**src/rtl/key_event_scheduler.sv**
```systemverilog
// Purpose : debounce N_KEYS raw push-buttons and turn each accepted press into one
//           pulse_o strobe, with a round-robin scheduler sharing the single event output.
// Latency : key_i rising before edge k -> pending after edge k+1+DB_CYCLES -> pulse_o
//           during the cycle after edge k+2+DB_CYCLES when the key wins arbitration.
// Backpressure: none; consumers must take every strobe. Contending keys wait in per-key
//           pending flags (worst case N_KEYS-1 cycles). A repeat event merges into a set flag.
// Ports   : clk, rst (async, active-low), key_i (raw levels, 1 = pressed),
//           pulse_o (1-cycle event), key_idx_o (index of last event, held),
//           stable_o (debounced levels), pending_o (accepted, not yet issued).
// Option  : define AUTOREPEAT_EN to add per-key auto-repeat (RPT_DELAY, RPT_PERIOD).
module key_event_scheduler #(
  parameter int N_KEYS     = 4,
  parameter int DB_CYCLES  = 16,
  parameter int RPT_DELAY  = 64,
  parameter int RPT_PERIOD = 16,
  parameter int IDX_W      = $clog2(N_KEYS)
) (
  input  logic              clk,
  input  logic              rst,
  input  logic [N_KEYS-1:0] key_i,
  output logic              pulse_o,
  output logic [IDX_W-1:0]  key_idx_o,
  output logic [N_KEYS-1:0] stable_o,
  output logic [N_KEYS-1:0] pending_o
);

  localparam int              CNT_W    = $clog2(DB_CYCLES + 1);
  localparam logic [CNT_W-1:0] CNT_LAST = CNT_W'(DB_CYCLES - 1);

  typedef enum logic [1:0] {
    ST_IDLE    = 2'd0,
    ST_ARM_ON  = 2'd1,
    ST_HELD    = 2'd2,
    ST_ARM_OFF = 2'd3
  } key_st_t;

  // Two-flop synchronizer; key_s is the only view of the keys the FSMs use.
  logic [N_KEYS-1:0] sync1;
  logic [N_KEYS-1:0] key_s;

  always_ff @(posedge clk or negedge rst) begin
    if (!rst) begin
      sync1 <= '0;
      key_s <= '0;
    end else begin
      sync1 <= key_i;
      key_s <= sync1;
    end
  end

  logic [N_KEYS-1:0] ev_set;

  for (genvar g = 0; g < N_KEYS; g++) begin : g_key
    key_st_t          st_q, st_d;
    logic [CNT_W-1:0] cnt_q, cnt_d;
    logic             press;

    always_ff @(posedge clk or negedge rst) begin
      if (!rst) begin
        st_q  <= ST_IDLE;
        cnt_q <= '0;
      end else begin
        st_q  <= st_d;
        cnt_q <= cnt_d;
      end
    end

    always_comb begin
      st_d  = st_q;
      cnt_d = cnt_q;
      press = 1'b0;
      unique case (st_q)
        ST_IDLE: begin
          if (key_s[g]) begin
            st_d  = ST_ARM_ON;
            cnt_d = CNT_W'(1);
          end
        end
        ST_ARM_ON: begin
          if (!key_s[g]) begin
            st_d  = ST_IDLE;
            cnt_d = '0;
          end else if (cnt_q == CNT_LAST) begin
            st_d  = ST_HELD;
            cnt_d = '0;
            press = 1'b1;
          end else begin
            cnt_d = cnt_q + 1'b1;
          end
        end
        ST_HELD: begin
          if (!key_s[g]) begin
            st_d  = ST_ARM_OFF;
            cnt_d = CNT_W'(1);
          end
        end
        ST_ARM_OFF: begin
          // A bounce back high returns to HELD silently: releases never produce events.
          if (key_s[g]) begin
            st_d  = ST_HELD;
            cnt_d = '0;
          end else if (cnt_q == CNT_LAST) begin
            st_d  = ST_IDLE;
            cnt_d = '0;
          end else begin
            cnt_d = cnt_q + 1'b1;
          end
        end
        default: begin
          st_d  = ST_IDLE;
          cnt_d = '0;
        end
      endcase
    end

    assign stable_o[g] = (st_q == ST_HELD) || (st_q == ST_ARM_OFF);

`ifdef AUTOREPEAT_EN
    // Repeat counter runs only in HELD and freezes in ARM_OFF, so a release bounce
    // delays the next repeat instead of restarting it. After the first repeat it is
    // parked at RPT_DELAY so later repeats come every RPT_PERIOD cycles.
    localparam int               RPT_W     = $clog2(RPT_DELAY + RPT_PERIOD);
    localparam logic [RPT_W-1:0] RPT_FIRST = RPT_W'(RPT_DELAY - 1);
    localparam logic [RPT_W-1:0] RPT_NEXT  = RPT_W'(RPT_DELAY + RPT_PERIOD - 1);
    localparam logic [RPT_W-1:0] RPT_BASE  = RPT_W'(RPT_DELAY);

    logic [RPT_W-1:0] rpt_q, rpt_d;
    logic             rpt_fire;

    always_ff @(posedge clk or negedge rst) begin
      if (!rst) rpt_q <= '0;
      else      rpt_q <= rpt_d;
    end

    always_comb begin
      rpt_d    = rpt_q;
      rpt_fire = 1'b0;
      if (st_d == ST_IDLE) begin
        rpt_d = '0;
      end else if (st_q == ST_HELD) begin
        if (rpt_q == RPT_FIRST || rpt_q == RPT_NEXT) begin
          rpt_fire = 1'b1;
          rpt_d    = RPT_BASE;
        end else begin
          rpt_d = rpt_q + 1'b1;
        end
      end
    end

    assign ev_set[g] = press | rpt_fire;
`else
    assign ev_set[g] = press;
`endif
  end

  // Round-robin pick: lowest pending index at or above rr_ptr, else lowest overall.
  logic [IDX_W-1:0]  rr_ptr;
  logic [N_KEYS-1:0] pending_q;
  logic [N_KEYS-1:0] hi_mask;
  logic [N_KEYS-1:0] hi_pend;
  logic [N_KEYS-1:0] gnt_mask;
  logic [IDX_W-1:0]  gnt_idx;
  logic [IDX_W-1:0]  rr_next;
  logic              gnt_vld;

  always_comb begin
    hi_mask  = '0;
    gnt_idx  = '0;
    gnt_mask = '0;
    for (int i = 0; i < N_KEYS; i++) begin
      hi_mask[i] = (IDX_W'(i) >= rr_ptr);
    end
    hi_pend = pending_q & hi_mask;
    gnt_vld = |pending_q;
    if (|hi_pend) begin
      for (int i = N_KEYS - 1; i >= 0; i--) begin
        if (hi_pend[i]) gnt_idx = IDX_W'(i);
      end
    end else begin
      for (int i = N_KEYS - 1; i >= 0; i--) begin
        if (pending_q[i]) gnt_idx = IDX_W'(i);
      end
    end
    if (gnt_vld) gnt_mask[gnt_idx] = 1'b1;
    rr_next = (gnt_idx == IDX_W'(N_KEYS - 1)) ? '0 : gnt_idx + 1'b1;
  end

  always_ff @(posedge clk or negedge rst) begin
    if (!rst) begin
      pending_q <= '0;
      pulse_o   <= 1'b0;
      key_idx_o <= '0;
      rr_ptr    <= '0;
    end else begin
      // New event on the bit being granted this edge survives (set wins).
      pending_q <= (pending_q & ~gnt_mask) | ev_set;
      pulse_o   <= gnt_vld;
      if (gnt_vld) begin
        key_idx_o <= gnt_idx;
        rr_ptr    <= rr_next;
      end
    end
  end

  assign pending_o = pending_q;

endmodule
```
**config.mk**
```make
export PLATFORM = sky130hd
export DESIGN_NAME = key_event_scheduler
export DESIGN_NICKNAME = d
export VERILOG_FILES = /design/src/rtl/key_event_scheduler.sv
export SDC_FILE = /design/constraint.sdc
export NUM_CORES = 1
export LEC_CHECK = 0
export CORE_MARGIN = 1
export CORE_UTILIZATION = 51
export DETAILED_ROUTE_END_ITERATION = 10
export PLACE_DENSITY_LB_ADDON = 0.12
export SYNTH_ARGS = -nofsm -noshare
export SYNTH_HDL_FRONTEND = slang
export SYNTH_SLANG_ARGS = --single-unit
export TNS_END_PERCENT = 10
```
**constraint.sdc**
```tcl
create_clock -name clk -period 1.6 [get_ports clk]
set_clock_uncertainty 0.05 [all_clocks]
set_input_delay 0.48 -clock clk [delete_from_list [all_inputs] [get_ports clk]]
set_output_delay 0.48 -clock clk [all_outputs]
set_load 0.02 [all_outputs]
```
* Yosys cells after proc, flatten, opt, wreduce, memory -nomap -nowiden
Index checks and enable logic that the tools add are counted.
** Word-level totals
- Flip-flop bits (word level) :: 45
- Latch bits :: 0
- Memory bits (writable) :: 0
- ROM bits :: 0
- Input bits :: 6
- Output and inout port bits :: 11
- Memories :: 0
** Operators by class
- $add $sub $neg :: 5
- Multiply operators :: 0
- Divide/modulo/power cells :: 0
- Order comparisons :: 6
- Equal/unequal tests :: 33
- Shift operators :: 0
- Mux-type cells :: 77
- Bitwise logic cells :: 4
- Reduce and logical (&&, ||, !) cells :: 19
** Operators by type and width (count)
- 2-to-1 mux 5 bit :: 20
- case mux 5 bit (4 select lines) :: 4
- 2-to-1 mux 2 bit :: 34
- case mux 2 bit (4 select lines) :: 4
- inequality test 3 bit (second input constant) :: 8
- adder 5 x 1 -> 5 bit (second input constant) :: 4
- equality test 5 x 4 -> 1 bit (second input constant) :: 4
- equality test 2 bit (second input constant) :: 9
- inequality test 2 bit (second input constant) :: 8
- AND reduction 4 bit :: 4
- 2-to-1 mux 1 bit :: 13
- AND 4 bit :: 2
- equality test 2 x 1 -> 1 bit (second input constant) :: 4
- logical NOT 2 bit :: 4
- AND reduction 2 bit :: 4
- OR reduction 4 bit :: 2
- >= comparator 1 x 2 -> 1 bit (first input constant) :: 2
- >= comparator 2 bit (first input constant) :: 2
- logical OR 1 bit :: 4
- 2-to-1 mux 4 bit :: 1
- NOT 4 bit :: 1
- bitwise OR 4 bit :: 1
- < comparator 2 x 3 -> 1 bit (second input constant) :: 1
- adder 2 x 1 -> 2 bit (second input constant) :: 1
- other kinds (3) :: 3

* Logic depth before layout (Yosys ltp)
Gate-level depths: netlist of run 1.
- Depth after elaboration :: 15
- Gate-level depth with buffers :: 5

* Worst setup path before layout of run 1
No wires, ideal clock.
- Kind :: register to register
- Start point :: reg pending_q[0] (netlist: pending_o[0])
- End point :: reg rr_ptr[1]
- Setup time :: 0.125 ns
- Data arrival time :: 1.650 ns
- Data required time :: 1.425 ns
- Path slack :: -0.224 ns
- Stages on the path, launching flop included :: 6
- Path buffers :: 0
- Path through :: dfrtp_1 > inv_1 > nor3_1 > nor2_1 > ha_1 > mux2_2
** On the way
- Longest elaborated chain between the ends :: 5
- Elaborated cells between the ends (all ways) :: 9
- Those cells by class :: add/sub: 1; eq/ne: 1; mux: 4; bitwise: 1; reduce/logical: 2
** RTL lines
- start: declaration :: line 158 : logic [N_KEYS-1:0] pending_q;
- start signal: assignment :: line 196 : pending_q <= (pending_q & ~gnt_mask) | ev_set;
- AND 4 bit :: line 173 : hi_pend = pending_q & hi_mask;
- OR reduction 4 bit / 2-to-1 mux 2 bit (equally long branches) :: line 175, 177
- 2-to-1 mux 2 bit * :: line 175 : if (|hi_pend) begin
- via gnt_idx[0] :: line 162 : logic [IDX_W-1:0] gnt_idx;
- adder 2 x 1 -> 2 bit / equality test 2 bit (equally long branches) :: line 185 : rr_next = (gnt_idx == IDX_W'(N_KEYS - 1)) ? '0 : gnt_idx + 1'b1;
- 2-to-1 mux 2 bit * :: line 185
- via rr_next[1] :: line 163 : logic [IDX_W-1:0] rr_next;
- end signal: assignment :: line 200 : rr_ptr <= rr_next;
- end: declaration :: line 157 : logic [IDX_W-1:0] rr_ptr;
The timed path passes the listed nets; every way through them passes the cells marked *.
A chain may end at the register's enable or synchronous reset.

* Final worst setup path of run 1
- Start point :: reg rr_ptr[1]
- End point :: reg rr_ptr[1]
** On the way
- Longest elaborated chain between the ends :: 9
- Elaborated cells between the ends (all ways) :: 14
- Those cells by class :: add/sub: 1; order compare: 4; eq/ne: 1; mux: 6; bitwise: 1; reduce/logical: 1
** RTL lines
- >= comparator 2 bit :: line 171 : hi_mask[i] = (IDX_W'(i) >= rr_ptr);
- AND 4 bit * :: line 173
- 2-to-1 mux 2 bit (4 in a row) :: line 177 : if (hi_pend[i]) gnt_idx = IDX_W'(i);
- 2-to-1 mux 2 bit * :: line 175
- via gnt_idx[0] :: line 162
- adder 2 x 1 -> 2 bit / equality test 2 bit (equally long branches) :: line 185
- 2-to-1 mux 2 bit * :: line 185
- via rr_next[1] :: line 163
Marked as above.

==> results of run 1 <==
## metrics by stage
step | hold slack, ns | setup slack [ns] | cell area, um^2
finish | 0.0927 | -0.0937 | 2530
CTS | 0.106 | -0.0867 | 2500
global placement | 0.285 | -0.0446 | 2400
detailed placement | 0.290 | -0.106 | 2400
floorplan | 0.134 | -0.0856 | 2080
global route | 0.113 | -0.150 | 2530
## routing by layer
| metal | global-route usage, % | vias up | wire length, um |
|---|---|---|---|
| met5 | 0 | - | 0 |
| met2 | 32.6 | 18 | 1840 |
| met3 | 5.38 | 4 | 90 |
| li1 | - | 714 | - |
| met4 | 4.08 | 0 | 31 |
| met1 | 25.7 | 713 | 1710 |
## timing repair
action	in CTS	in global routing
endpoints found under the setup margin	15	11
resized for setup	15	9
pin swaps	2	0
## cells by family after synthesis
group | Yosys count | share of synthesized area [%]
simple gates | 58 | 15.8
flops | 45 | 54.9
compound gates | 36 | 12.0
buf+inv | 16 | 3.17
xor+xnor | 14 | 5.98
fa+ha+maj | 8 | 4.88
mux | 6 | 3.30
## cells in the mapped netlist (all sizes together) (4+ instances only)
| cell type | n | area share, % |
|---|---|---|
| xnor2 | 5 | 2.1 |
| clkbuf | 6 | 1.1 |
| and3 | 6 | 1.8 |
| o32ai | 4 | 1.7 |
| nand3b | 4 | 1.5 |
| xor2 | 9 | 3.8 |
| nand2 | 13 | 2.4 |
| nor2 | 6 | 1.1 |
| ha | 8 | 4.9 |
| and4b | 4 | 2.0 |
| dfrtp | 45 | 55 |
| inv | 9 | 1.6 |
| nand3 | 13 | 3.2 |
| mux2 | 6 | 3.3 |
| o21a | 8 | 2.9 |
| a21oi | 5 | 1.2 |
| o21ai | 9 | 2.2 |
## sequential cells by signal, summed over array words and instances, names as in the netlist, named ones only
name         flops
g_key.cnt_q     20
key_s            4
pulse_o          1
g_key.st_q       4
sync1            4
rr_ptr           2
key_idx_o        2
pending_o        4
## where the power goes
part	leakage [nW]	total, mW	switching [mW]	internal, mW
registers	0.582	1.24	0.0561	1.19
logic	0.581	0.166	0.0847	0.0814
clock network	0.0574	0.879	0.372	0.508
## final cells by class
type	count	area, um^2
sequential	45	1130
clock buffer	6	82.6
inverter	9	33.8
fill	294	1220
clock inverter	2	37.5
timing repair buffer	32	269
tap	48	60.1
multi-input combinational	122	913
## worst paths after layout
path                       slack, ns                       endpoint  cells after the start             startpoint
max                            -0.09          rr_ptr[1]$_DFFE_PN0P_                      5  rr_ptr[1]$_DFFE_PN0P_
max reg2reg                    -0.09          rr_ptr[1]$_DFFE_PN0P_                      5  rr_ptr[1]$_DFFE_PN0P_
min reg2reg                     0.30             key_s[2]$_DFF_PN0_                      0     sync1[2]$_DFF_PN0_
min                             0.09  g_key[2].cnt_q[2]$_DFFE_PN0P_                      2                    rst
min in group clk                0.30             key_s[2]$_DFF_PN0_                      0     sync1[2]$_DFF_PN0_
max in group asynchronous       1.17          rr_ptr[1]$_DFFE_PN0P_                      2                    rst
## placed cells by master, fill, tap and decap left out, types with 7 or more instances in the layout
cell type and n:
buf_4 15, dfrtp_1 42, dlygate4sd2_1 7, inv_1 9
nand2_1 13, nand3_1 13, o21a_1 8, o21ai_0 9
xor2_1 9
==> out/qor.txt, run 1 <==
Placer Congestion -> 0.776
Largest net degree at the start of global routing -> 46
Outcome -> complete, but fails checks
Core area -> 3740 um^2
Hold-fix buffer count after cts -> 0
Post-route DRC -> 0
Pins over their slew limit -> 0
# IOs -> 17
Startpoint Class -> flop
Lkg Pwr -> 1.22 nW
Remaining Overflow, GRT -> 0
Number of global-route vias before repair -> 1436
Dpl cells -> 256
Die H -> 65.4 um
Final WL -> 3670 um
Layout cells sized above 1 -> 21.3%
Final period util -> 106%
Crit-path leading delay family -> multiplexers
Tmin final -> 1.69 ns
Worst VDD drop -> 0.698 mV
Utilization after layout -> 67.5%
Finish-stage setup viols -> 2
CTS Buffer Depth -> 2
WS Path Type -> reg2reg
Starting DRC count in detailed routing -> 38
Post-synthesis sequential area ratio -> 54.9%
Skew-Pair Late Insertion Delay -> 0.29 ns
Vias per cell -> 5.49
Synthesized flop and latch total -> 45
Max cap viols -> 0
CTS tree -> yes
CP max stage delay -> 0.43 ns
Ys async rst share -> 100%
Rel. slew slack -> 68.6%
Setup WS post-layout -> -0.0937 ns
Setup TNS -> -0.101 ns
H-tree Lvls -> 2
Post-Layout Cell Count -> 264
Ant. Diodes -> 0
Worst Hold Class -> in2async
Crit path DAT -> 1.82 ns
Post-synthesis cell type count -> 34
Starting density of the core -> 54.7%
Routed Antenna Nets -> 0
Post-CTS setup repair buffer count -> 0
Die Area -> 4280 um^2
Warnings from Yosys -> 0
Syn-to-layout area delta -> 23.3%
Worst-margin pin slew -> 0.469 ns
Synthesized netlist cell count -> 183
Syn Std Cell Area -> 2050 um^2
CP cell instances -> mux2_4 -> o22ai_4 -> nor2_2 -> ha_1 -> mux2_2
Clk sink count -> 45
HPWL after detailed placement -> 2630 um
WL/cell -> 13.9 um
Initial antenna violation count -> 0
Total track usage -> 19.6%
Fmax achieved -> 590 MHz
Die X -> 65.4 um
Crit-path max FO -> 3
TritonCTS Buffers -> 5
Final hold vios -> 0
Vias -> 1449
Site Rows -> 22
Power density over the cells -> 906 nW/um^2
Power, Total -> 2.29 mW
Crit-path slowest cell -> dfrtp_2
Worst Path Buf+Inv -> 0
CTS root buffer -> clkbuf_8
Top_reg_cell synth -> dfrtp_1
RSZ-0062 raised after global routing -> yes
WP data required -> 1.72 ns
Crit path capture type -> flop
Reg clk slew, reported paths -> 0.09 ns
Initial DRT Pass Iterations -> 4
Count of input and output buffers -> 16
Syn nets -> 197
Syn avg cell area -> 11.2 um^2
Post-synth EDFFs -> 0
First-pass GRT wire length -> 6330 um
Failing checks -> setup timing
Nets@finish -> 229
(Power assumes the default switching activity.)
==> inputs of run 2 (changes only) <==
--- a/config.mk
+++ b/config.mk
@@ -5,7 +5,6 @@
 export SDC_FILE = /design/constraint.sdc
 export NUM_CORES = 1
 export LEC_CHECK = 0
-export CORE_MARGIN = 1
 export CORE_UTILIZATION = 51
 export DETAILED_ROUTE_END_ITERATION = 10
 export PLACE_DENSITY_LB_ADDON = 0.12
==> results of run 2 <==
The final DEF is identical to that of run 1; final timing and power are the same.
